<file path="src/rtl/instruction_fetch_unit.sv">
// Instruction fetch: sequences the IP, reads 64-bit instructions from ROM, offers them to decode.
// Latency: 1+ROM_LATENCY cycles trigger->offer; offers every 2 cycles with IFU_PREFETCH_EN defined.
// Backpressure: offer held stable while iDecodeBusy; 1-cycle gap after every accept or branch.
module instruction_fetch_unit #(
   parameter int ROM_ADDR_W  = 16,
   parameter int INSTR_W     = 64,
   parameter int ROM_LATENCY = 1
) (
   input  logic                  Clock,
   input  logic                  Reset,
   input  logic                  iTrigger,
   input  logic [ROM_ADDR_W-1:0] iInitialIP,
   output logic [ROM_ADDR_W-1:0] oRomAddress,
   output logic                  oRomReadEnable,
   input  logic [INSTR_W-1:0]    iRomData,
   output logic [INSTR_W-1:0]    oEncodedInstruction,
   output logic                  oInstructionAvailable,
   input  logic                  iDecodeBusy,
   input  logic                  iBranchTaken,
   input  logic [ROM_ADDR_W-1:0] iBranchTarget,
   output logic [ROM_ADDR_W-1:0] oCurrentIP,
   output logic                  oIdle
);

   typedef enum logic [2:0] {
      S_IDLE   = 3'd0,
      S_FETCH  = 3'd1,
      S_OFFER  = 3'd2,
      S_GAP    = 3'd3,
      S_HALTED = 3'd4
   } state_t;

   localparam int                     CNT_W    = 2;
   localparam logic [CNT_W-1:0]       CNT_LOAD = CNT_W'(ROM_LATENCY - 1);
   localparam logic [CNT_W-1:0]       CNT_ONE  = CNT_W'(1);
   localparam logic [ROM_ADDR_W-1:0]  IP_ONE   = ROM_ADDR_W'(1);

   state_t                  r_state;
   state_t                  w_next_state;
   logic [ROM_ADDR_W-1:0]   r_ip;
   logic [ROM_ADDR_W-1:0]   w_ip_next;
   logic [CNT_W-1:0]        r_cnt;
   logic [INSTR_W-1:0]      r_instr;
   logic [ROM_ADDR_W-1:0]   r_cur_ip;
   logic                    w_accept;
   logic                    w_is_end;
   logic                    w_active;
   logic                    w_branch;
   logic                    w_capture;
   logic                    w_load_pf;
   logic                    w_rom_en;
   logic [ROM_ADDR_W-1:0]   w_rom_addr;
   logic                    w_pf_vld;
   logic [INSTR_W-1:0]      w_pf_dat;

   assign w_accept = (r_state == S_OFFER) && !iDecodeBusy;
   assign w_is_end = (r_instr[INSTR_W-11:INSTR_W-16] == '0);
   assign w_active = (r_state == S_FETCH) || (r_state == S_OFFER) || (r_state == S_GAP);
   assign w_branch = iBranchTaken && w_active;

`ifdef IFU_PREFETCH_EN
   logic               r_pf_vld;
   logic [INSTR_W-1:0] r_pf_dat;
   logic               w_pf_clear;
   logic               w_pf_fill;

   // Any redirect or END makes the sequentially prefetched word useless.
   assign w_pf_clear = w_branch || (w_accept && w_is_end);
   assign w_pf_fill  = (r_state == S_OFFER) && !r_pf_vld && (r_cnt == '0);

   // Buffer holds IP+1, read while the current instruction waits in OFFER.
   always_ff @(posedge Clock or negedge Reset) begin
      if (!Reset) begin
         r_pf_vld <= 1'b0;
         r_pf_dat <= '0;
      end else if (w_pf_clear) begin
         r_pf_vld <= 1'b0;
      end else if (w_pf_fill) begin
         r_pf_vld <= 1'b1;
         r_pf_dat <= iRomData;
      end else if (w_load_pf) begin
         r_pf_vld <= 1'b0;
      end
   end

   assign w_pf_vld = r_pf_vld;
   assign w_pf_dat = r_pf_dat;
`else
   assign w_pf_vld = 1'b0;
   assign w_pf_dat = '0;
`endif

   // State register.
   always_ff @(posedge Clock or negedge Reset) begin
      if (!Reset) begin
         r_state <= S_IDLE;
      end else begin
         r_state <= w_next_state;
      end
   end

   // Next state, next IP and ROM port; END-on-accept beats a coincident branch.
   always_comb begin
      w_next_state = r_state;
      w_ip_next    = r_ip;
      w_capture    = 1'b0;
      w_load_pf    = 1'b0;
      w_rom_en     = 1'b0;
      w_rom_addr   = r_ip;
      case (r_state)
         S_IDLE, S_HALTED: begin
            if (iTrigger) begin
               w_ip_next    = iInitialIP;
               w_next_state = S_FETCH;
            end
         end
         S_FETCH: begin
            w_rom_en = 1'b1;
            if (iBranchTaken) begin
               w_ip_next    = iBranchTarget;
               w_next_state = S_GAP;
            end else if (r_cnt == '0) begin
               w_capture    = 1'b1;
               w_next_state = S_OFFER;
            end
         end
         S_OFFER: begin
`ifdef IFU_PREFETCH_EN
            w_rom_addr = r_ip + IP_ONE;
            w_rom_en   = !w_pf_vld;
`endif
            if (w_accept && w_is_end) begin
               w_next_state = S_HALTED;
            end else if (iBranchTaken) begin
               w_ip_next    = iBranchTarget;
               w_next_state = S_GAP;
            end else if (w_accept) begin
               w_ip_next    = r_ip + IP_ONE;
               w_next_state = S_GAP;
            end
         end
         S_GAP: begin
            if (iBranchTaken) begin
               w_ip_next    = iBranchTarget;
               w_next_state = S_GAP;
            end else if (w_pf_vld) begin
               w_load_pf    = 1'b1;
               w_next_state = S_OFFER;
            end else begin
               w_next_state = S_FETCH;
            end
         end
         default: begin
            w_next_state = S_IDLE;
         end
      endcase
   end

   // IP, offered instruction and the ROM latency counter (reloaded on every state entry).
   always_ff @(posedge Clock or negedge Reset) begin
      if (!Reset) begin
         r_ip     <= '0;
         r_cnt    <= '0;
         r_instr  <= '0;
         r_cur_ip <= '0;
      end else begin
         r_ip <= w_ip_next;
         if (w_capture) begin
            r_instr  <= iRomData;
            r_cur_ip <= r_ip;
         end else if (w_load_pf) begin
            r_instr  <= w_pf_dat;
            r_cur_ip <= r_ip;
         end
         if (w_next_state != r_state) begin
            r_cnt <= CNT_LOAD;
         end else if (r_cnt != '0) begin
            r_cnt <= r_cnt - CNT_ONE;
         end
      end
   end

   assign oRomAddress           = w_rom_addr;
   assign oRomReadEnable        = w_rom_en;
   assign oEncodedInstruction   = r_instr;
   assign oInstructionAvailable = (r_state == S_OFFER);
   assign oCurrentIP            = r_cur_ip;
   assign oIdle                 = (r_state == S_IDLE) || (r_state == S_HALTED);

endmodule
</file>
<file path="config.mk">
export PLATFORM = sky130hd
export DESIGN_NAME = instruction_fetch_unit
export DESIGN_NICKNAME = d
export VERILOG_FILES = /design/src/rtl/instruction_fetch_unit.sv
export SDC_FILE = /design/constraint.sdc
export NUM_CORES = 1
export LEC_CHECK = 0
export CAP_MARGIN = 20
export CORE_MARGIN = 8
export CORE_UTILIZATION = 47
export CTS_BUF_LIST = sky130_fd_sc_hd__clkbuf_4
export DETAILED_ROUTE_END_ITERATION = 8
export PLACE_DENSITY = 0.9
export SKIP_CTS_REPAIR_TIMING = 1
export SYNTH_ARGS = -nofsm -noshare
export SYNTH_HDL_FRONTEND = slang
export SYNTH_SLANG_ARGS = --single-unit
export TNS_END_PERCENT = 20
</file>
<file path="constraint.sdc">
create_clock -name Clock -period 5.7 [get_ports Clock]
set_input_delay 1.425 -clock Clock [delete_from_list [all_inputs] [get_ports Clock]]
set_output_delay 1.425 -clock Clock [all_outputs]
set_load 0.05 [all_outputs]
</file>
After elaboration in Yosys (flattened, before gate mapping):

Index checks and enable logic that the tools add are counted.
W data, S select, Z words.

* $add $sub $neg: 2
* multiply operators: 0
* divide/modulo/power cells: 0
* magnitude comparators: 0
* equality and inequality tests: 9
* shift operators: 0
* multiplexer cells: 22
* bitwise operators: 0
* reductions and logical operators: 13

Operators with widths (count)
* $mux W16: 6
* $mux W64: 1
* $pmux W16 S3: 1
* $mux W3: 6
* $add A16 B1 Y16 const B: 1
* $pmux W3 S4: 1
* $eq A3 B2 Y1 const B: 2
* $logic_not A6 Y1: 1
* $mux W2: 3
* $reduce_and A5 Y1: 1
* $mux W1: 4
* $ne A2 B2 Y1 const B: 2
* $reduce_bool A2 Y1: 2
* $reduce_or A2 Y1: 2
* $eq A3 B1 Y1 const B: 1
* $eq A3 B3 Y1 const B: 1
* $logic_not A3 Y1: 1
* $ne A3 B1 Y1 const B: 1
* $ne A3 B3 Y1: 1
* $reduce_bool A3 Y1: 1
* $logic_and A1 B1 Y1: 2
* $logic_not A2 Y1: 1
* $ne A2 B1 Y1 const B: 1
* $sub A2 B1 Y2 const B: 1
* 2 further kinds: 2

* bits in registers: 101
* latch bits: 0
* bits in writable memories: 0
* memory bits (read-only): 0
* output and inout port bits: 99
* word-level logic and storage cells: 51
* memories kept: 0

Longest topological paths before layout:

* depth after elaboration: 8
* mapped depth: 7
* mapped depth without buffers: 6

Worst setup path after synthesis:

Ideal clock, no wire load.

* kind: register -> output
* start: reg r_state[2]
* end: out oInstructionAvailable
* data arrival time: 1.973 ns
* data required time: 4.275 ns
* setup slack: 2.302 ns
* cell stages (with the launch flop): 4
* path through: dfrtp_1 > buf_2 > clkbuf_1 > nor3b_1

* cells in the longest elaborated chain, start to end: 1

RTL lines
* start, declared: RTL line 38 `state_t r_state;`
* start signal, assigned: RTL line 98 `r_state <= w_next_state;`
* $eq A3 B2 Y1: RTL line 186 `assign oInstructionAvailable = (r_state == S_OFFER);`
* end, declared: RTL line 17 `output logic oInstructionAvailable,`

Every way passes these cells.

Final worst setup path:

Same ends and word-level chain as after synthesis.

==> impl_metrics.env <==
export IMPL_status="complete, no violations"
export IMPL_post_synth_top_area_fraction_pct=54.9
export IMPL_critical_path_depth=2
export IMPL_report_final_slew_viol_count=0
export IMPL_syn_num_nets=465
export IMPL_row_count=36
export IMPL_crit_path_max_fanout=17
export IMPL_total_power_uw=4770
export IMPL_setup_tns_final_ps=0
export IMPL_numClockSinks=101
export IMPL_num_io_pins=200
export IMPL_grt_pass1_vias=4059
export IMPL_insertedDiodeCount=0
export IMPL_critical_path_top_delay_family="buffers and inverters"
export IMPL_timing_hold_worst_path_depth=1
export IMPL_grt_usage_pct=20.6
export IMPL_crit_path_cell_chain="nor3b_1 > clkdlybuf4s50_1"
export IMPL_ff2ff_path_depth=3
export IMPL_detail_route_wirelength_mm=13.5
export IMPL_antenna_found_initial=0
export IMPL_initial_core_util_pct=47.7
export IMPL_clock_path_buffers=2
export IMPL_cp_data_required_time_ps=4280
export IMPL_postSynth_topFlopCell="sky130_fd_sc_hd__dfrtp_1"
export IMPL_ys_ff_latch=101
export IMPL_path_class="reg2out"
export IMPL_vias_per_cell=5.59
export IMPL_vdd_ir_drop_worst_uv=386
export IMPL_syn_mean_instance_area_um2=12.7
export IMPL_critical_path_arrival_ps=2430
export IMPL_grt_start_max_net_pins=81
export IMPL_wire_length_of_the_first_global_routing_pass_mm=21.1
export IMPL_worstSetupEndpointType="primary output"
export IMPL_finish_utilization_pct=71.0
export IMPL_worstSetupStartpointType="flop"
export IMPL_worst_slew_margin_rel_pct=29.4
export IMPL_setup_viol_count_final=0
export IMPL_post_synth_top_area_cell="sky130_fd_sc_hd__dfrtp_1"
export IMPL_synth_cell_type_count=51
export IMPL_tightestPinTransition_ps=1060
export IMPL_whs_ps=520
export IMPL_die_height_um=115
export IMPL_dieWidth_um=115
export IMPL_cts_inserted_buffers=9
export IMPL_final_layout_size_suffix_gt1_share_pct=19.4
export IMPL_hold_class="reg2reg"
export IMPL_max_stage_delay_ps=900
export IMPL_htree_num_levels=3
export IMPL_drt_antenna_violating_nets=0
export IMPL_max_cap_viol_count=0
export IMPL_final_min_period_over_clock_period_pct=67.7
export IMPL_skew_ps=13.2
export IMPL_ys_warn_count=0
export IMPL_fp_dieArea_um2=13200
export IMPL_pwr_density_cell_nw_per_um2=697
export IMPL_crit_slowest_cell="sky130_fd_sc_hd__clkdlybuf4s50_1"
export IMPL_tritoncts="built"
export IMPL_areaGrowthSynthToFinish_pct=48.8
export IMPL_largest_cells_by_area_after_synthesis="sky130_fd_sc_hd__dfrtp_1 (55%), sky130_fd_sc_hd__mux2_2 (20%), sky130_fd_sc_hd__a221oi_1 (1.7%)"
export IMPL_final_nets=655
export IMPL_path_buf_inv=1
export IMPL_ctsRootBufferMaster="sky130_fd_sc_hd__clkbuf_4"
export IMPL_dp_slack_ps=1900
export IMPL_synth_seq_area_share_pct=54.9
export IMPL_syn_instance_count=362
export IMPL_detailedRoute_firstIterationViolations=195
export IMPL_clk_pin_slew_worst_paths_ps=160
export IMPL_setup_ws_ps=1840
export IMPL_vias=3858
export IMPL_maximum_clock_frequency_mhz=259
export IMPL_grt_overflow=0
export IMPL_grt_setup_unrepaired="false"
export IMPL_power_leakage_uw=0.00278
export IMPL_timing_final_crit_period_ps=3860
export IMPL_drc=0
export IMPL_wl_per_cell_um=19.5
export IMPL_port_buffer_count=199
export IMPL_place_hpwl_mm=10.2
export IMPL_firstDrtPassIters=7
export IMPL_core_area_um2=9640
export IMPL_worstSkewPairLatency_ps=470
export IMPL_post_synth_instance_area_um2=4600
export IMPL_replace_congestion=0.964
export IMPL_proportion_of_register_bits_with_asynchronous_set_or_reset_after_synthesis_pct=100
export IMPL_timing_final_hold_violations=0
export IMPL_synth_edf_count=0
## power breakdown
part	total [uW]	internal [uW]	switching, uW
Combinational	2980	1110	1870
Sequential	1360	1070	291
Clock	429	180	249
Total	4770	2360	2410
## worst reg2reg max path, delay by kind of cell, from the launching register on
| family | cells | cell delay, ps |
|---|---|---|
| muxes | 1 | 630 |
| and+or+nand+nor | 2 | 1200 |
| DFF | 1 | 660 |
## flip-flops by register name, summed over array words and instances (netlist names)
signal and count:
oEncodedInstruction 64, oCurrentIP 16, oRomAddress 16, r_state 3, r_cnt 2
## synthesized netlist by cell type, types with 6 or more instances
cell and n:
sky130_fd_sc_hd__o21ai_0 13, sky130_fd_sc_hd__nor3_1 7, sky130_fd_sc_hd__clkbuf_1 9, sky130_fd_sc_hd__o31ai_1 8, sky130_fd_sc_hd__nor2_1 13, sky130_fd_sc_hd__buf_2 12
sky130_fd_sc_hd__dfrtp_1 101, sky130_fd_sc_hd__nand2_1 6, sky130_fd_sc_hd__mux2_2 81, sky130_fd_sc_hd__a221oi_1 9, sky130_fd_sc_hd__inv_1 9, sky130_fd_sc_hd__nand4_1 7
sky130_fd_sc_hd__a21oi_1 8
## worst paths after layout
check	start	endpoint	slack, ps
hold reg to reg	oCurrentIP[0]	oCurrentIP[0]	520
max in group asynchronous	Reset	oCurrentIP[14]	3640
min in group asynchronous	Reset	oEncodedInstruction[49]	960
setup reg to reg	r_state[0]	oEncodedInstruction[4]	3120
setup / recovery	r_state[2]	oInstructionAvailable	1840
hold / removal	oCurrentIP[0]	oCurrentIP[0]	520
## cell usage in the layout, fill, tap and decap left out, types with 5 or more instances in the layout
cell | netlist | final
sky130_fd_sc_hd__clkbuf_4 | 0 | 9
sky130_fd_sc_hd__a211oi_1 | 5 | 5
sky130_fd_sc_hd__inv_1 | 9 | 9
sky130_fd_sc_hd__o31ai_1 | 8 | 8
sky130_fd_sc_hd__a21oi_1 | 8 | 8
sky130_fd_sc_hd__nand2_1 | 6 | 5
sky130_fd_sc_hd__dfrtp_1 | 101 | 101
sky130_fd_sc_hd__nand4_1 | 7 | 7
sky130_fd_sc_hd__nand3_1 | 5 | 5
sky130_fd_sc_hd__o21ai_0 | 13 | 13
sky130_fd_sc_hd__clkdlybuf4s50_1 | 0 | 198
sky130_fd_sc_hd__nor3_1 | 7 | 7
sky130_fd_sc_hd__a221oi_1 | 9 | 9
sky130_fd_sc_hd__o32ai_1 | 5 | 5
sky130_fd_sc_hd__nor2_1 | 13 | 13
sky130_fd_sc_hd__mux2_2 | 81 | 81
sky130_fd_sc_hd__buf_4 | 1 | 5
## routing by layer
metal / global-route usage [%] / vias to the layer above / wire (um)
met5: 0 / - / 0
li1: - / 1759 / -
met4: 10.4 / 0 / 371
met2: 34.3 / 185 / 6730
met3: 7.88 / 29 / 1350
met1: 22.5 / 1885 / 5000
## layout make-up
cell class,instances,area (um2)
Multi-Input combinational cell,228,1930
Fill cell,702,2800
Timing Repair Buffer,203,2020
Sequential cell,101,2530
Clock inverter,7,98.8
Tap cell,133,166
Clock buffer,9,67.6
Inverter,9,33.8
## stage by stage
stage               cell area, um2  instances
floorplan                     4600        362
finish                        6840        690
detailed placement            6670        673
global placement              6670        673
CTS                           6840        689
global route                  6840        690
## cell families after synthesis
family | after synthesis | synth area share (%)
flip-flops | 101 | 54.9
multiplexers | 81 | 19.8
AO/OA/AOI/OAI | 77 | 12.6
AND/OR/NAND/NOR | 67 | 8.68
buffers and inverters | 33 | 3.26
adder cells (fa/ha/maj) | 2 | 0.544
XOR/XNOR | 1 | 0.190
No activity file was read; power rests on OpenSTA's default activity.
